## config.mk

```make
export PLATFORM = sky130hd
export DESIGN_NAME = de0_trigger_rx_flat
export DESIGN_NICKNAME = d
export VERILOG_FILES = /design/src/rtl/de0_trigger_rx_pkg.sv /design/src/rtl/de0_trigger_rx_if.sv /design/src/rtl/de0_trigger_rx_trig_sync.sv /design/src/rtl/de0_trigger_rx.sv /design/src/flat_wrapper.sv
export SDC_FILE = /design/constraint.sdc
export NUM_CORES = 1
export LEC_CHECK = 0
export ABC_AREA = 1
export CORE_UTILIZATION = 30
export CTS_BUF_LIST = sky130_fd_sc_hd__clkbuf_4 sky130_fd_sc_hd__clkbuf_8 sky130_fd_sc_hd__clkbuf_16
export CTS_CLUSTER_SIZE = 14
export DETAILED_ROUTE_END_ITERATION = 10
export GPL_ROUTABILITY_DRIVEN = 1
export PLACE_DENSITY = 0.45
export SYNTH_ARGS = -nofsm -noshare
export SYNTH_HDL_FRONTEND = slang
export SYNTH_SLANG_ARGS = --single-unit
```

## constraint.sdc

```tcl
create_clock -name int_clock -period 2.6 [get_ports int_clock]
set_input_delay 0.52 -clock int_clock [delete_from_list [all_inputs] [get_ports int_clock]]
set_output_delay 0.52 -clock int_clock [all_outputs]
set_load 0.005 [all_outputs]
```

## src/rtl/de0_trigger_rx_pkg.sv

```systemverilog
// de0_trigger_pkg: shared state encoding, width constants and helpers for the DE0 trigger receiver
package de0_trigger_pkg;
  typedef enum logic [2:0] {DISARMED, ARMED, MEASURE, HOLDOFF, WAIT_LOW} state_t;
  localparam int WIDTH_W = 8;
  function automatic int hold_w(input int holdoff);
    return $clog2(holdoff + 1);
  endfunction
endpackage

```

## src/rtl/de0_trigger_rx_if.sv

```systemverilog
// de0_trigger_rx_if: trigger line, arm control and receiver status bundle
interface de0_trigger_rx_if import de0_trigger_pkg::*; #(parameter int CNT_W = 16) ();
  logic trigger_in;
  logic arm;
  logic armed;
  logic trig_event;
  logic pulse_err;
  logic [CNT_W-1:0] trig_count;
  logic [WIDTH_W-1:0] last_width;
  modport master(output trigger_in, arm, input armed, trig_event, pulse_err, trig_count, last_width);
  modport slave(input trigger_in, arm, output armed, trig_event, pulse_err, trig_count, last_width);
endinterface

```

## src/rtl/de0_trigger_rx_trig_sync.sv

```systemverilog
// trig_sync: multi-flop synchroniser for an asynchronous input, plus a one-cycle delayed copy for edge detection
module trig_sync #(parameter int STAGES = 2) (
  input  logic clk,
  input  logic rst,
  input  logic d,
  output logic sync,
  output logic prev_sync
);
  logic [STAGES:0] s_q, s_d;
  always_comb s_d = {s_q[STAGES-1:0], d};
  always_ff @(posedge clk or posedge rst)
    if (rst) s_q <= '0;
    else s_q <= s_d;
  assign sync = s_q[STAGES-1];
  assign prev_sync = s_q[STAGES];
endmodule

```

## src/rtl/de0_trigger_rx.sv

```systemverilog
// de0_trigger_rx: accepts DE0 trigger pulses inside a width window, counts them and enforces a holdoff
module de0_trigger_rx
  import de0_trigger_pkg::state_t, de0_trigger_pkg::DISARMED, de0_trigger_pkg::ARMED,
         de0_trigger_pkg::MEASURE, de0_trigger_pkg::WAIT_LOW, de0_trigger_pkg::WIDTH_W,
         de0_trigger_pkg::hold_w;
#(
  parameter int SYNC_STAGES = 2,
  parameter int MIN_WIDTH = 20,
  parameter int MAX_WIDTH = 30,
  parameter int HOLDOFF = 25000000,
  parameter int CNT_W = 16
) (
  input logic int_clock,
  input logic reset,
  de0_trigger_rx_if.slave bus
);
  localparam int HW = hold_w(HOLDOFF);
  localparam logic [HW-1:0] HOLD_LAST = HW'(HOLDOFF - 1);
  localparam logic [WIDTH_W-1:0] MINW = WIDTH_W'(MIN_WIDTH);
  localparam logic [WIDTH_W-1:0] MAXW = WIDTH_W'(MAX_WIDTH);
  if (SYNC_STAGES < 2 || MIN_WIDTH > MAX_WIDTH || MAX_WIDTH >= 255 || HOLDOFF < 1) begin : g_bad_params
    $error("de0_trigger_rx: invalid parameters");
  end
  logic sync, prev_sync, rise;
  trig_sync #(.STAGES(SYNC_STAGES)) u_sync (
    .clk(int_clock), .rst(reset), .d(bus.trigger_in), .sync(sync), .prev_sync(prev_sync)
  );
  assign rise = sync & ~prev_sync;
  state_t state_q, state_d;
  logic [WIDTH_W-1:0] width_q, width_d, lw_q, lw_d;
  logic [HW-1:0] hold_q, hold_d;
  logic [CNT_W-1:0] cnt_q, cnt_d;
  logic ev_q, ev_d, err_q, err_d, armed_q, armed_d;
  // The HOLDOFF state literal is shadowed by the parameter of the same name, so it is package-qualified
  always_comb begin
    state_d = state_q;
    width_d = width_q;
    lw_d = lw_q;
    hold_d = hold_q;
    cnt_d = cnt_q;
    ev_d = 1'b0;
    err_d = 1'b0;
    case (state_q)
      DISARMED: if (bus.arm && !sync) state_d = ARMED;
      ARMED:
        if (rise) begin
          state_d = MEASURE;
          width_d = WIDTH_W'(1);
        end else if (!bus.arm) state_d = DISARMED;
      MEASURE:
        if (sync) begin
          if (width_q == MAXW) begin
            err_d = 1'b1;
            lw_d = MAXW + WIDTH_W'(1);
            state_d = WAIT_LOW;
          end else width_d = width_q + WIDTH_W'(1);
        end else if (width_q >= MINW) begin
          ev_d = 1'b1;
          cnt_d = cnt_q + CNT_W'(1);
          lw_d = width_q;
          hold_d = '0;
          state_d = de0_trigger_pkg::HOLDOFF;
        end else begin
          err_d = 1'b1;
          lw_d = width_q;
          state_d = bus.arm ? ARMED : DISARMED;
        end
      de0_trigger_pkg::HOLDOFF:
        if (hold_q == HOLD_LAST) state_d = sync ? WAIT_LOW : bus.arm ? ARMED : DISARMED;
        else hold_d = hold_q + HW'(1);
      WAIT_LOW: if (!sync) state_d = bus.arm ? ARMED : DISARMED;
      default: state_d = DISARMED;
    endcase
    armed_d = state_d == ARMED;
  end
  always_ff @(posedge int_clock or posedge reset)
    if (reset) begin
      state_q <= DISARMED;
      width_q <= '0;
      lw_q <= '0;
      hold_q <= '0;
      cnt_q <= '0;
      ev_q <= 1'b0;
      err_q <= 1'b0;
      armed_q <= 1'b0;
    end else begin
      state_q <= state_d;
      width_q <= width_d;
      lw_q <= lw_d;
      hold_q <= hold_d;
      cnt_q <= cnt_d;
      ev_q <= ev_d;
      err_q <= err_d;
      armed_q <= armed_d;
    end
  assign bus.armed = armed_q;
  assign bus.trig_event = ev_q;
  assign bus.pulse_err = err_q;
  assign bus.trig_count = cnt_q;
  assign bus.last_width = lw_q;
endmodule

```

## src/flat_wrapper.sv

```systemverilog
// flat-port wrapper written by rule: the top's interface ports become plain ports
module de0_trigger_rx_flat import de0_trigger_pkg::state_t, de0_trigger_pkg::DISARMED, de0_trigger_pkg::ARMED,
         de0_trigger_pkg::MEASURE, de0_trigger_pkg::WAIT_LOW, de0_trigger_pkg::WIDTH_W,
         de0_trigger_pkg::hold_w;
#(
  parameter int SYNC_STAGES = 2,
  parameter int MIN_WIDTH = 20,
  parameter int MAX_WIDTH = 30,
  parameter int HOLDOFF = 25000000,
  parameter int CNT_W = 16
)
  (int_clock, reset, bus_trigger_in, bus_arm, bus_armed, bus_trig_event, bus_pulse_err, bus_trig_count, bus_last_width);
  de0_trigger_rx_if #(.CNT_W(CNT_W)) bus_i ();
  input logic int_clock;
  input logic reset;
  input wire logic [$bits(bus_i.trigger_in)-1:0] bus_trigger_in;
  input wire logic [$bits(bus_i.arm)-1:0] bus_arm;
  output wire logic [$bits(bus_i.armed)-1:0] bus_armed;
  output wire logic [$bits(bus_i.trig_event)-1:0] bus_trig_event;
  output wire logic [$bits(bus_i.pulse_err)-1:0] bus_pulse_err;
  output wire logic [$bits(bus_i.trig_count)-1:0] bus_trig_count;
  output wire logic [$bits(bus_i.last_width)-1:0] bus_last_width;
  assign bus_i.trigger_in = bus_trigger_in;
  assign bus_i.arm = bus_arm;
  assign bus_armed = bus_i.armed;
  assign bus_trig_event = bus_i.trig_event;
  assign bus_pulse_err = bus_i.pulse_err;
  assign bus_trig_count = bus_i.trig_count;
  assign bus_last_width = bus_i.last_width;
  de0_trigger_rx #(.SYNC_STAGES(SYNC_STAGES), .MIN_WIDTH(MIN_WIDTH), .MAX_WIDTH(MAX_WIDTH), .HOLDOFF(HOLDOFF), .CNT_W(CNT_W)) u_core (.int_clock(int_clock), .reset(reset), .bus(bus_i));
endmodule
```

==> PnR_summary.wiki, run 1 <==
{| class="wikitable"
! Metric !! Value
|-
| Setup WS post-layout || ~0.57 ns
|-
| Filler Cell Count || 1347
|-
| Count of input and output buffers || 30
|-
| Fin area || 4660 um^2
|-
| Fin crit share || 0.782
|-
| Global-route wire length before repair || 16700 um
|-
| CP Capture Point || u_core.bus.armed
|-
| Gates resized, CTS repair || 0
|-
| Clock transition at the registers of the reported paths || about 0.050 ns
|-
| Diodes inserted || 0
|-
| Standard cell core area || 12600 um^2
|-
| Post-Synthesis Net Count || between 500 and 600
|-
| Maximum fanout along the worst path || 17
|-
| Share of async-settable or async-resettable flops after synthesis || 1.00
|-
| Synthesized instance count || 517
|-
| Multi-input logic area || 1930 um^2
|-
| Max-Cap Viols || 0
|-
| Total length of routed wires || ~9600 um
|-
| Library cell used as clock root buffer || sky130_fd_sc_hd__clkbuf_16
|-
| Die Y-Extent || between 100 and 150 um
|-
| Path category of the worst min-delay check || flip-flop to flip-flop
|-
| Yosys warnings || 0
|-
| Instance area at placement || 4330 um^2
|-
| Post-synthesis instance area || between 3000 and 4000 um^2
|-
| Portion of synthesized cell area occupied by the leading cell type || 0.428
|-
| WL per Instance || 13.2 um
|-
| Top library cells by usage in the layout, fill and taps aside || sky130_fd_sc_hd__nand2_1 (149), sky130_fd_sc_hd__nor2_1 (78), sky130_fd_sc_hd__dfrtp_1 (66)
|-
| Number of library cell types mapped by synthesis || 34
|-
| Post-route minimum period || between 2 and 2.5 ns
|-
| Number of sinks driven by the clock tree || 66
|-
| Critical Path RT || 2.85 ns
|-
| Effective utilization at floorplan || 0.307
|-
| Number of H-tree branching levels || 3
|-
| Via count of the first global-routing pass || 3273
|-
| Post-Route Skew || between 0.008 and 0.009 ns
|-
| Weighted congestion reported at the end of routability-driven placement || between 0.8 and 0.9
|-
| Cell type contributing the most total cell area after synthesis || sky130_fd_sc_hd__dfrtp_1
|-
| Peak supply drop || 0.308 mV
|-
| Launch point of the worst path || u_core.width_q[0]
|-
| Count of final setup violators || 0
|-
| Kind of critical path || flip-flop to flip-flop
|-
| Overall fraction of global-route tracks in use || 0.165
|-
| Number of placement rows || 41
|-
| Area growth syn-to-layout || 20.8%
|-
| Run status || completed
|-
| Top flip-flop cell by instance count after synthesis || sky130_fd_sc_hd__dfrtp_1
|-
| Total I/O pin count || 31
|-
| Width of the chip || around 120 um
|-
| Layout Cells excl Fill || around 730
|-
| Upper clock frequency limit || 492 MHz
|-
| Sequential fraction of the synthesis area || 0.428
|-
| Total grt overflow || 0
|-
| Count of final max-slew check failures || 0
|-
| Number of buffers created by CTS || 9
|-
| Net count of the finished layout || 559
|-
| Leakage power || roughly 0.002 uW
|-
| Worst rel slew slack || 0.533
|-
| Number of buffers added for setup after CTS || 0
|-
| Critical path capture point type || flip-flop
|-
| Clock latency at the later pin of the worst-skew pair || 0.34 ns
|-
| Count of cells along the worst register-to-register path || 8
|-
| Nature of the critical path startpoint || flip-flop
|-
| Capture instance of the worst register-to-register path || u_core.bus.armed
|-
| Critical register-to-register path startpoint || u_core.width_q[0]
|-
| Pin count of the biggest net entering global routing || 67
|-
| Sequential cell area in the final layout || around 1700 um^2
|-
| Worst setup timing slack at the placement stage || approximately 0.52 ns
|-
| Post-synthesis sequential element count || 66
|-
| DIE AREA || about 13000 um^2
|-
| Setup repair after global routing missed its margin || false
|-
| Post-detailed-placement half-perimeter wirelength || between 6000 and 7000 um
|-
| Drt drc || 0
|-
| Average instance area after synthesis || 7.47 um^2
|-
| Worst hold margin || 0.349 ns
|-
| TritonCTS clock tree || built
|-
| Number of antenna violations at the first check in global routing || 0
|-
| Transition time at the pin with the least slew margin || between 0.6 and 0.7 ns
|-
| Sum of negative setup slack || 0 ns
|-
| Clock Tree Buf Depth || 2
|-
| Post-detailed-route count of antenna-violating nets || 0
|-
| Most common library cell in the layout ignoring fill and taps || sky130_fd_sc_hd__nand2_1
|-
| Post-synth EDFFs || 0
|-
| Vias || 3328
|-
| Arrival time at the worst endpoint || roughly 2.3 ns
|-
| Proportion of layout cells with a drive suffix above 1 || 0.0886
|-
| Number of placed instances, taps included || ~700
|-
| Final count of hold timing violations || 0
|-
| Leading cell types by total area after synthesis || sky130_fd_sc_hd__dfrtp_1 (43%), sky130_fd_sc_hd__nand2_1 (14%), sky130_fd_sc_hd__nor2_1 (7.6%), sky130_fd_sc_hd__nand3_1 (6.4%), sky130_fd_sc_hd__inv_1 (5.1%)
|-
| Number of DRC markers after the initial detailed-route iteration || roughly 190
|-
| R2R setup slack || 0.57 ns
|-
| Number of search-and-repair iterations in the first detailed-routing pass || 5
|-
| Via density || between 4 and 5
|-
| Number of buffers added to fix hold violations after cts || 0
|-
| Pwr/cell area || approximately 600 nW/um^2
|}
## how the worst min path moves through the flow
stage                            to            startpoint  cells after the start
6_report       u_core.u_sync.s_q[1]  u_core.u_sync.s_q[0]                      0
5_1_grt        u_core.u_sync.s_q[1]  u_core.u_sync.s_q[0]                      0
4_1_cts        u_core.u_sync.s_q[1]  u_core.u_sync.s_q[0]                      0
3_5_place_dp   u_core.u_sync.s_q[1]  u_core.u_sync.s_q[0]                      0
3_3_place_gp   u_core.u_sync.s_q[1]  u_core.u_sync.s_q[0]                      0
2_1_floorplan  u_core.u_sync.s_q[1]  u_core.u_sync.s_q[0]                      0
## cells in the mapped netlist (all sizes together) (6+ instances only)
| master | n |
|---|---|
| a21oi | 7 |
| buf | 9 |
| dfrtp | 66 |
| inv | 55 |
| nand2 | 157 |
| nand3 | 52 |
| nand4 | 6 |
| nor2 | 85 |
| nor3 | 12 |
| o21ai | 28 |
| xnor2 | 10 |
| xor2 | 14 |
## cell families after synthesis
logic type	after synthesis	share of synthesized area
XOR/XNOR	24	0.0545
AO/OA/AOI/OAI	42	0.0658
buffers and inverters	65	0.0720
flip-flops	66	0.428
AND/OR/NAND/NOR	315	0.364
adder cells (fa/ha/maj)	5	0.0162
## worst max-delay path: stages (launching register included)
cell and delay, ns:
sky130_fd_sc_hd__dfrtp_1 0.43, sky130_fd_sc_hd__inv_1 0.14, sky130_fd_sc_hd__ha_1 0.16, sky130_fd_sc_hd__nand2_1 0.05, sky130_fd_sc_hd__nor2_1 0.09, sky130_fd_sc_hd__nand2_1 0.09
sky130_fd_sc_hd__a21oi_2 0.58, sky130_fd_sc_hd__nand3_1 0.22, sky130_fd_sc_hd__a21oi_1 0.18
## metal layers
metal  vias to the layer above  wire (um)  GRT usage
met2                        67       4250      0.242
met1                      1545       4740      0.230
li1                       1698          -          -
met4                         0        210     0.0684
met3                        18        403     0.0424
met5                         -          0          0
## layout make-up
class | count | area share
flip-flops and latches | 66 | 0.354
clock inverters | 3 | 0.0193
multi-input cells | 386 | 0.414
repair buffers | 32 | 0.0703
inverters | 55 | 0.0443
well taps | 172 | 0.0462
clock buffers | 11 | 0.0515
## power breakdown
group	total [uW]	internal, uW	switching, uW	leakage [uW]
registers	1140	1090	48.2	0.000899
logic	275	126	149	0.000943
clock network	1390	947	439	0.000163
## per-stage QoR
stage | util | power [uW]
2_1_floorplan | - | 1290
3_3_place_gp | 0.345 | 1430
3_5_place_dp | 0.345 | 1440
4_1_cts | 0.371 | 2860
5_1_grt | 0.371 | 2930
6_report | 0.371 | 2800
## flip-flops by register name, summed over array words and instances (netlist names)
register	count
u_core.hold_q	25
u_core.bus.trig_count	16
u_core.bus.last_width	8
u_core.width_q	8
u_core.state_q	3
u_core.u_sync.s_q	3
u_core.bus.armed	1
u_core.bus.pulse_err	1
u_core.bus.trig_event	1
Note: power is estimated with default switching activity, not from simulation.
==> run 2: changes to the inputs <==
- PLACE_DENSITY: 0.45 -> 0.46
- clock period: 2.6 -> 1.6 ns (I/O delays scaled with it)
==> PnR_summary.wiki, run 2 (synthesized netlist as in run 1, its figures left out) <==
{| class="wikitable"
! Metric !! Value
|-
| Run status || completed
|-
| Total I/O pin count || 31 (unchanged)
|-
| Area growth syn-to-layout || 37.9%
|-
| Nature of the critical path startpoint || flip-flop
|-
| Hold-critical path endpoint || u_core.u_sync.s_q[1]
|-
| Clock transition at the registers of the reported paths || 0.06 ns (about the same)
|-
| Multi-input logic area || 2020 um^2 (+4.6%)
|-
| Capture instance of the worst register-to-register path || u_core.bus.trig_count[12]
|-
| Post-route minimum period || approximately 1.6 ns
|-
| Critical register-to-register path startpoint || u_core.state_q[2]
|-
| Number of search-and-repair iterations in the first detailed-routing pass || 4 (-1)
|-
| Top delay family on crit path || buffers and inverters
|-
| Global-route wire length before repair || 17500 um (+4.5%)
|-
| TritonCTS clock tree || built
|-
| Register name with the most flops || u_core.hold_q
|-
| Ordered cell list for the critical path || clkdlybuf4s50_1
|-
| Effective utilization at floorplan || 0.307 (unchanged)
|-
| Pin count of the biggest net entering global routing || 36 (-46%)
|-
| Total power draw || 4480 uW (+60%)
|-
| Peak supply drop || 0.555 mV (+80%)
|-
| Number of placement rows || 41 (unchanged)
|-
| Number of H-tree branching levels || 3 (unchanged)
|-
| Post-detailed-route count of antenna-violating nets || 0 (unchanged)
|-
| Top library cells by usage in the layout, fill and taps aside || sky130_fd_sc_hd__nand2_1 (149), sky130_fd_sc_hd__nor2_1 (72), sky130_fd_sc_hd__dfrtp_1 (63)
|-
| Share of total power in the clock network || 0.463 (-0.032)
|-
| Net count of the finished layout || 626 (+12%)
|-
| Switching portion of total power || 0.249 (+0.0217)
|-
| Crit path buf inv count || 1 (unchanged)
|-
| Number of buffers created by CTS || 9 (unchanged)
|-
| Worst rel slew slack || 0.770 (+0.236)
|-
| Number of DRC markers after the initial detailed-route iteration || 130 (-33%)
|-
| Weighted congestion reported at the end of routability-driven placement || 0.884 (+6.7%)
|-
| Count of final max-slew check failures || 0 (unchanged)
|-
| Setup repair after global routing missed its margin || true
|-
| Clock Tree Buf Depth || 2 (unchanged)
|-
| Diodes inserted || 0 (unchanged)
|-
| Fin area || 5320 um^2 (+14%)
|-
| Standard cell core area || 12600 um^2 (unchanged)
|-
| Post-Route Skew || 0.00490 ns (-0.00323 ns)
|-
| Hold Path Depth || 0 (unchanged)
|-
| Via count of the first global-routing pass || 3618 (+11%)
|-
| Relative contribution of sequential cells to total power || 0.408 (+0.002)
|-
| Proportion of power drawn by combinational gates || 0.130 (+0.032)
|-
| Vias || 3584 (+7.7%)
|-
| Most common library cell in the layout ignoring fill and taps || sky130_fd_sc_hd__nand2_1
|-
| Critical path capture point type || output pin
|-
| Cell Int Power || 3360 uW (+56%)
|-
| Arrival time at the worst endpoint || 1.24 ns (-1.04 ns)
|-
| Total length of routed wires || 10200 um (+6.7%)
|-
| Proportion of layout cells with a drive suffix above 1 || 0.220 (+0.132)
|-
| Library cell contributing the largest single delay on the critical path || sky130_fd_sc_hd__clkdlybuf4s50_1
|-
| Instance area at placement || 4730 um^2 (+9.1%)
|-
| Count of final setup violators || 0 (unchanged)
|-
| Via density || 4.51 (-1.7%)
|-
| Library cell used as clock root buffer || sky130_fd_sc_hd__clkbuf_16
|-
| Worst setup timing slack at the placement stage || -0.0944 ns (-0.619 ns)
|-
| Sequential cell area in the final layout || 1660 um^2 (+0.23%)
|-
| Path category of the worst min-delay check || flip-flop to flip-flop
|-
| DIE AREA || 13300 um^2 (unchanged)
|-
| Kind of critical path || flip-flop to output pin
|-
| Setup WS post-layout || 0.0386 ns (-0.529 ns)
|-
| Filler Cell Count || 1330 (-1.3%)
|-
| Number of buffers added to fix hold violations after cts || 0 (unchanged)
|-
| Worst hold path startpoint || u_core.u_sync.s_q[0]
|-
| Overall fraction of global-route tracks in use || 0.173 (+0.00758)
|-
| R2R setup slack || 0.06 ns (-0.51 ns)
|-
| Drt drc || 0 (unchanged)
|-
| Critical Path RT || 1.28 ns (-1.57 ns)
|-
| Count of input and output buffers || 30 (unchanged)
|-
| Utilization after layout || 0.424 (+0.0527)
|-
| WL per Instance || 12.9 um (-2.6%)
|-
| Worst hold margin || 0.355 ns (+0.00536 ns)
|-
| Fin crit share || 0.976
|-
| Final count of hold timing violations || 0 (unchanged)
|-
| Upper clock frequency limit || approximately 640 MHz
|-
| Leakage power || 0.00242 uW (+21%)
|-
| Clock latency at the later pin of the worst-skew pair || 0.34 ns (about the same)
|-
| Transition time at the pin with the least slew margin || 0.345 ns (-0.355 ns)
|-
| Max-Cap Viols || 0 (unchanged)
|-
| Maximum fanout along the worst path || 3 (-14)
|-
| Number of flip-flops in the largest register || 25 (unchanged)
|-
| Count of cells along the worst register-to-register path || 9 (+1)
|-
| Net switching power || 1120 uW (+75%)
|-
| Pwr/cell area || 841 nW/um^2 (+40%)
|-
| Number of antenna violations at the first check in global routing || 0 (unchanged)
|-
| Largest stage delay on the critical path || 0.52 ns (-0.06 ns)
|-
| Number of sinks driven by the clock tree || 66 (unchanged)
|-
| Total grt overflow || 0 (unchanged)
|-
| Die Y-Extent || 115 um (unchanged)
|-
| Width of the chip || 115 um (unchanged)
|-
| Post-detailed-placement half-perimeter wirelength || 7350 um (+7.5%)
|}
-- run 2: how the worst max path moves through the flow --
stage | from | endpoint | slack (ns) | cells past startpoint
after floorplan | u_core.width_q[0] | u_core.width_q[4] | 0.08 | 9
after global routing | u_core.width_q[0] | u_core.width_q[0] | -0.04 | 9
after global placement | u_core.hold_q[2] | u_core.bus.armed | -0.11 | 9
after CTS | u_core.bus.trig_count[12] | bus_trig_count[12] | 0.002 | 1
final | u_core.bus.trig_count[15] | bus_trig_count[15] | 0.04 | 1
after detailed placement | u_core.hold_q[2] | u_core.bus.armed | -0.09 | 9
-- run 2: cell type report --
type / instances / share of cell area
clock buffers: 12 / 0.0489
multi-input cells: 386 / 0.379
flip-flops and latches: 66 / 0.311
repair buffers: 99 / 0.171
well taps: 172 / 0.0404
inverters: 55 / 0.0400
clock inverters: 4 / 0.00940
-- run 2: metal layers --
metal | vias up | share of wire | track usage
li1 | 1835 | - | -
met1 | 1685 | 0.49 | 0.232
met2 | 51 | 0.46 | 0.266
met3 | 13 | 0.029 | 0.0309
met4 | 0 | 0.021 | 0.0874
met5 | - | 0 | 0
-- run 2: power groups by stage --
stage,combinational [uW],sequential [uW],clock [uW]
CTS,572,1830,2140
detailed placement,568,1850,0
finish,581,1830,2070
floorplan,233,1870,0
global placement,563,1850,0
global route,646,1840,2200
-- run 2: metrics by stage --
step                      instances  setup TNS, ns
after floorplan                 517              0
after global placement          758         -0.900
after detailed placement        758         -0.534
after CTS                       785              0
after global routing            794         -0.212
final                           794              0
-- run 2: what timing repair did --
item | 4_1_cts | 5_1_grt
setup endpoints to repair | 29 | 44
gates resized for setup | 2 | 37
buffers inserted | 11 | 9
pin swaps | 0 | 3
hold endpoints to repair | 0 | 0
==> run 3: changes to the inputs <==
- CORE_MARGIN: default -> 10
==> PnR_summary.wiki, run 3 (synthesized netlist as in run 1, its figures left out) <==
{| class="wikitable"
! Metric !! Value
|-
| Run status || completed
|-
| Count of final max-slew check failures || 0 (unchanged)
|-
| Library cell contributing the largest single delay on the critical path || sky130_fd_sc_hd__clkdlybuf4s50_1
|-
| Setup WS post-layout || 0.0388 ns (+0.000185 ns)
|-
| Capture instance of the worst register-to-register path || u_core.bus.trig_count[12]
|-
| Instance area at placement || 4750 um^2 (+0.48%)
|-
| Number of H-tree branching levels || 3 (unchanged)
|-
| Fin crit share || 0.976 (about the same)
|-
| Top delay family on crit path || buffers and inverters
|-
| Total length of routed wires || 10500 um (+2.1%)
|-
| Standard cell core area || 12600 um^2 (+0.41%)
|-
| Worst setup timing slack at the placement stage || 0.000494 ns (+0.0949 ns)
|-
| Weighted congestion reported at the end of routability-driven placement || 0.858 (-3.0%)
|-
| Net count of the finished layout || 625 (-0.16%)
|-
| Total grt overflow || 0 (unchanged)
|-
| Global-route wire length before repair || 17300 um (-1.2%)
|-
| Arrival time at the worst endpoint || 1.24 ns (about the same)
|-
| Critical register-to-register path startpoint || u_core.state_q[0]
|-
| Overall fraction of global-route tracks in use || 0.119 (-0.0533)
|-
| Max-Cap Viols || 0 (unchanged)
|-
| Number of DRC markers after the initial detailed-route iteration || 254 (+95%)
|-
| Proportion of layout cells with a drive suffix above 1 || 0.211 (-0.00931)
|-
| Vias || 3546 (-1.1%)
|-
| R2R setup slack || 0.06 ns (about the same)
|-
| Count of input and output buffers || 30 (unchanged)
|-
| Number of buffers created by CTS || 9 (unchanged)
|-
| Fin area || 5260 um^2 (-1.2%)
|-
| Area growth syn-to-layout || 36.3%
|-
| Transition time at the pin with the least slew margin || 0.332 ns (-0.0131 ns)
|-
| Total power draw || 4570 uW (+2.0%)
|-
| Number of stages on the worst setup path || 1 (unchanged)
|-
| Diodes inserted || 0 (unchanged)
|-
| Setup repair after global routing missed its margin || true
|-
| Top library cells by usage in the layout, fill and taps aside || sky130_fd_sc_hd__nand2_1 (149), sky130_fd_sc_hd__nor2_1 (72), sky130_fd_sc_hd__dfrtp_1 (63)
|-
| Drt drc || 0 (unchanged)
|-
| Number of sinks driven by the clock tree || 66 (unchanged)
|-
| DIE AREA || 17800 um^2 (+34%)
|-
| Library cell used as clock root buffer || sky130_fd_sc_hd__clkbuf_16
|-
| Effective utilization at floorplan || 0.306 (-0.00125)
|-
| Clock Tree Buf Depth || 2 (unchanged)
|-
| Via count of the first global-routing pass || 3491 (-3.5%)
|-
| Peak supply drop || 0.454 mV (-18%)
|-
| CP Capture Point || bus_trig_count[15]
|-
| Count of final setup violators || 0 (unchanged)
|-
| Largest stage delay on the critical path || 0.52 ns (about the same)
|-
| Width of the chip || 133 um (+16%)
|-
| Upper clock frequency limit || 641 MHz (about the same)
|-
| Clock latency at the later pin of the worst-skew pair || 0.34 ns (about the same)
|-
| Critical Path RT || 1.28 ns (about the same)
|-
| Leakage power || 0.00242 uW (about the same)
|-
| Ordered cell list for the critical path || clkdlybuf4s50_1
|-
| Post-route minimum period || 1.56 ns (-0.000185 ns)
|-
| Pwr/cell area || 869 nW/um^2 (+3.3%)
|-
| Post-Route Skew || 0.00323 ns (-0.00167 ns)
|-
| Critical path capture point type || output pin
|-
| Path category of the worst min-delay check || flip-flop to flip-flop
|-
| Die Y-Extent || 133 um (+16%)
|-
| Maximum fanout along the worst path || 3 (unchanged)
|-
| Number of placement rows || 41 (unchanged)
|-
| Post-detailed-placement half-perimeter wirelength || 7690 um (+4.6%)
|-
| TritonCTS clock tree || built
|-
| Post-detailed-route count of antenna-violating nets || 0 (unchanged)
|-
| Crit path buf inv count || 1 (unchanged)
|-
| Kind of critical path || flip-flop to output pin
|-
| Total I/O pin count || 31 (unchanged)
|-
| Register name with the most flops || u_core.hold_q
|-
| Pin count of the biggest net entering global routing || 38 (+5.6%)
|-
| Number of buffers added to fix hold violations after cts || 0 (unchanged)
|-
| Via density || 4.47 (-0.94%)
|-
| Launch point of the worst path || u_core.bus.trig_count[15]
|-
| Final count of hold timing violations || 0 (unchanged)
|-
| Count of cells along the worst register-to-register path || 9 (unchanged)
|-
| Number of antenna violations at the first check in global routing || 0 (unchanged)
|-
| Number of flip-flops in the largest register || 25 (unchanged)
|-
| Worst rel slew slack || 0.778 (+0.00874)
|-
| Clock transition at the registers of the reported paths || 0.06 ns (about the same)
|-
| Most common library cell in the layout ignoring fill and taps || sky130_fd_sc_hd__nand2_1
|-
| WL per Instance || 13.2 um (+2.2%)
|-
| Number of search-and-repair iterations in the first detailed-routing pass || 5 (+1)
|-
| Nature of the critical path startpoint || flip-flop
|}
## run 3: changes by cell type in the layout (fill, tap and decap cells not counted), sizes merged
cell	previous run	this run
buf	69	68
bufinv	1	2
clkbuf	12	10
clkdlybuf4s50	27	24
clkinvlp	3	4
dlygate4sd2	0	2
dlymetal6s2s	3	4
## run 3: worst min path at each step
stage	startpoint	to	slack, ns	cells past startpoint
after detailed placement	u_core.u_sync.s_q[0]	u_core.u_sync.s_q[1]	0.34	0
final	u_core.u_sync.s_q[0]	u_core.u_sync.s_q[1]	0.35	0
after floorplan	u_core.u_sync.s_q[0]	u_core.u_sync.s_q[1]	0.33	0
after global placement	u_core.u_sync.s_q[0]	u_core.u_sync.s_q[1]	0.34	0
after global routing	u_core.u_sync.s_q[0]	u_core.u_sync.s_q[1]	0.37	0
after CTS	u_core.u_sync.s_q[0]	u_core.u_sync.s_q[1]	0.36	0
## run 3: what timing repair did
action,CTS,global route
endpoints found under the setup margin,13,44
setup buffers,10,6
pin swaps,1,2
gates resized for setup,5,17
## run 3: layer usage
metal	GRT usage	routed length, um	vias to the layer above
met3	0.0361	509	9
met4	0.0399	113	0
li1	-	-	1836
met1	0.150	4990	1648
met5	0	0	-
met2	0.191	4850	53
## run 3: final cells by class
class                      instances  area (um^2)
inverter                          55          210
clock inverter                     6         91.3
timing repair buffer              98          885
multi-input combinational        386         1970
sequential                        66         1660
tap                              172          215
fill                            1342         7360
clock buffer                      10          233
## run 3: power by group
part / total (uW) / switching, uW / internal [uW]
clock: 2180 / 793 / 1380
combinational: 563 / 282 / 282
sequential: 1830 / 63.0 / 1770
## run 3: metrics by stage
step | std cells | util | TNS (ns) | hold WS, ns
6_report | 793 | 0.417 | 0 | 0.354
5_1_grt | 793 | 0.417 | -0.197 | 0.367
3_5_place_dp | 761 | 0.376 | 0 | 0.343
4_1_cts | 787 | 0.408 | 0 | 0.358
3_3_place_gp | 761 | 0.376 | 0 | 0.336
2_1_floorplan | 517 | - | 0 | 0.331
## run 3: worst reg2reg max path, delay by kind of cell, from the launching register on
| family | cells | cell delay [ns] |
|---|---|---|
| AOI/OAI and AO/OA | 1 | 0.11 |
| and+or+nand+nor | 7 | 0.73 |
| DFF | 1 | 0.42 |
| buffers and inverters | 1 | 0.17 |
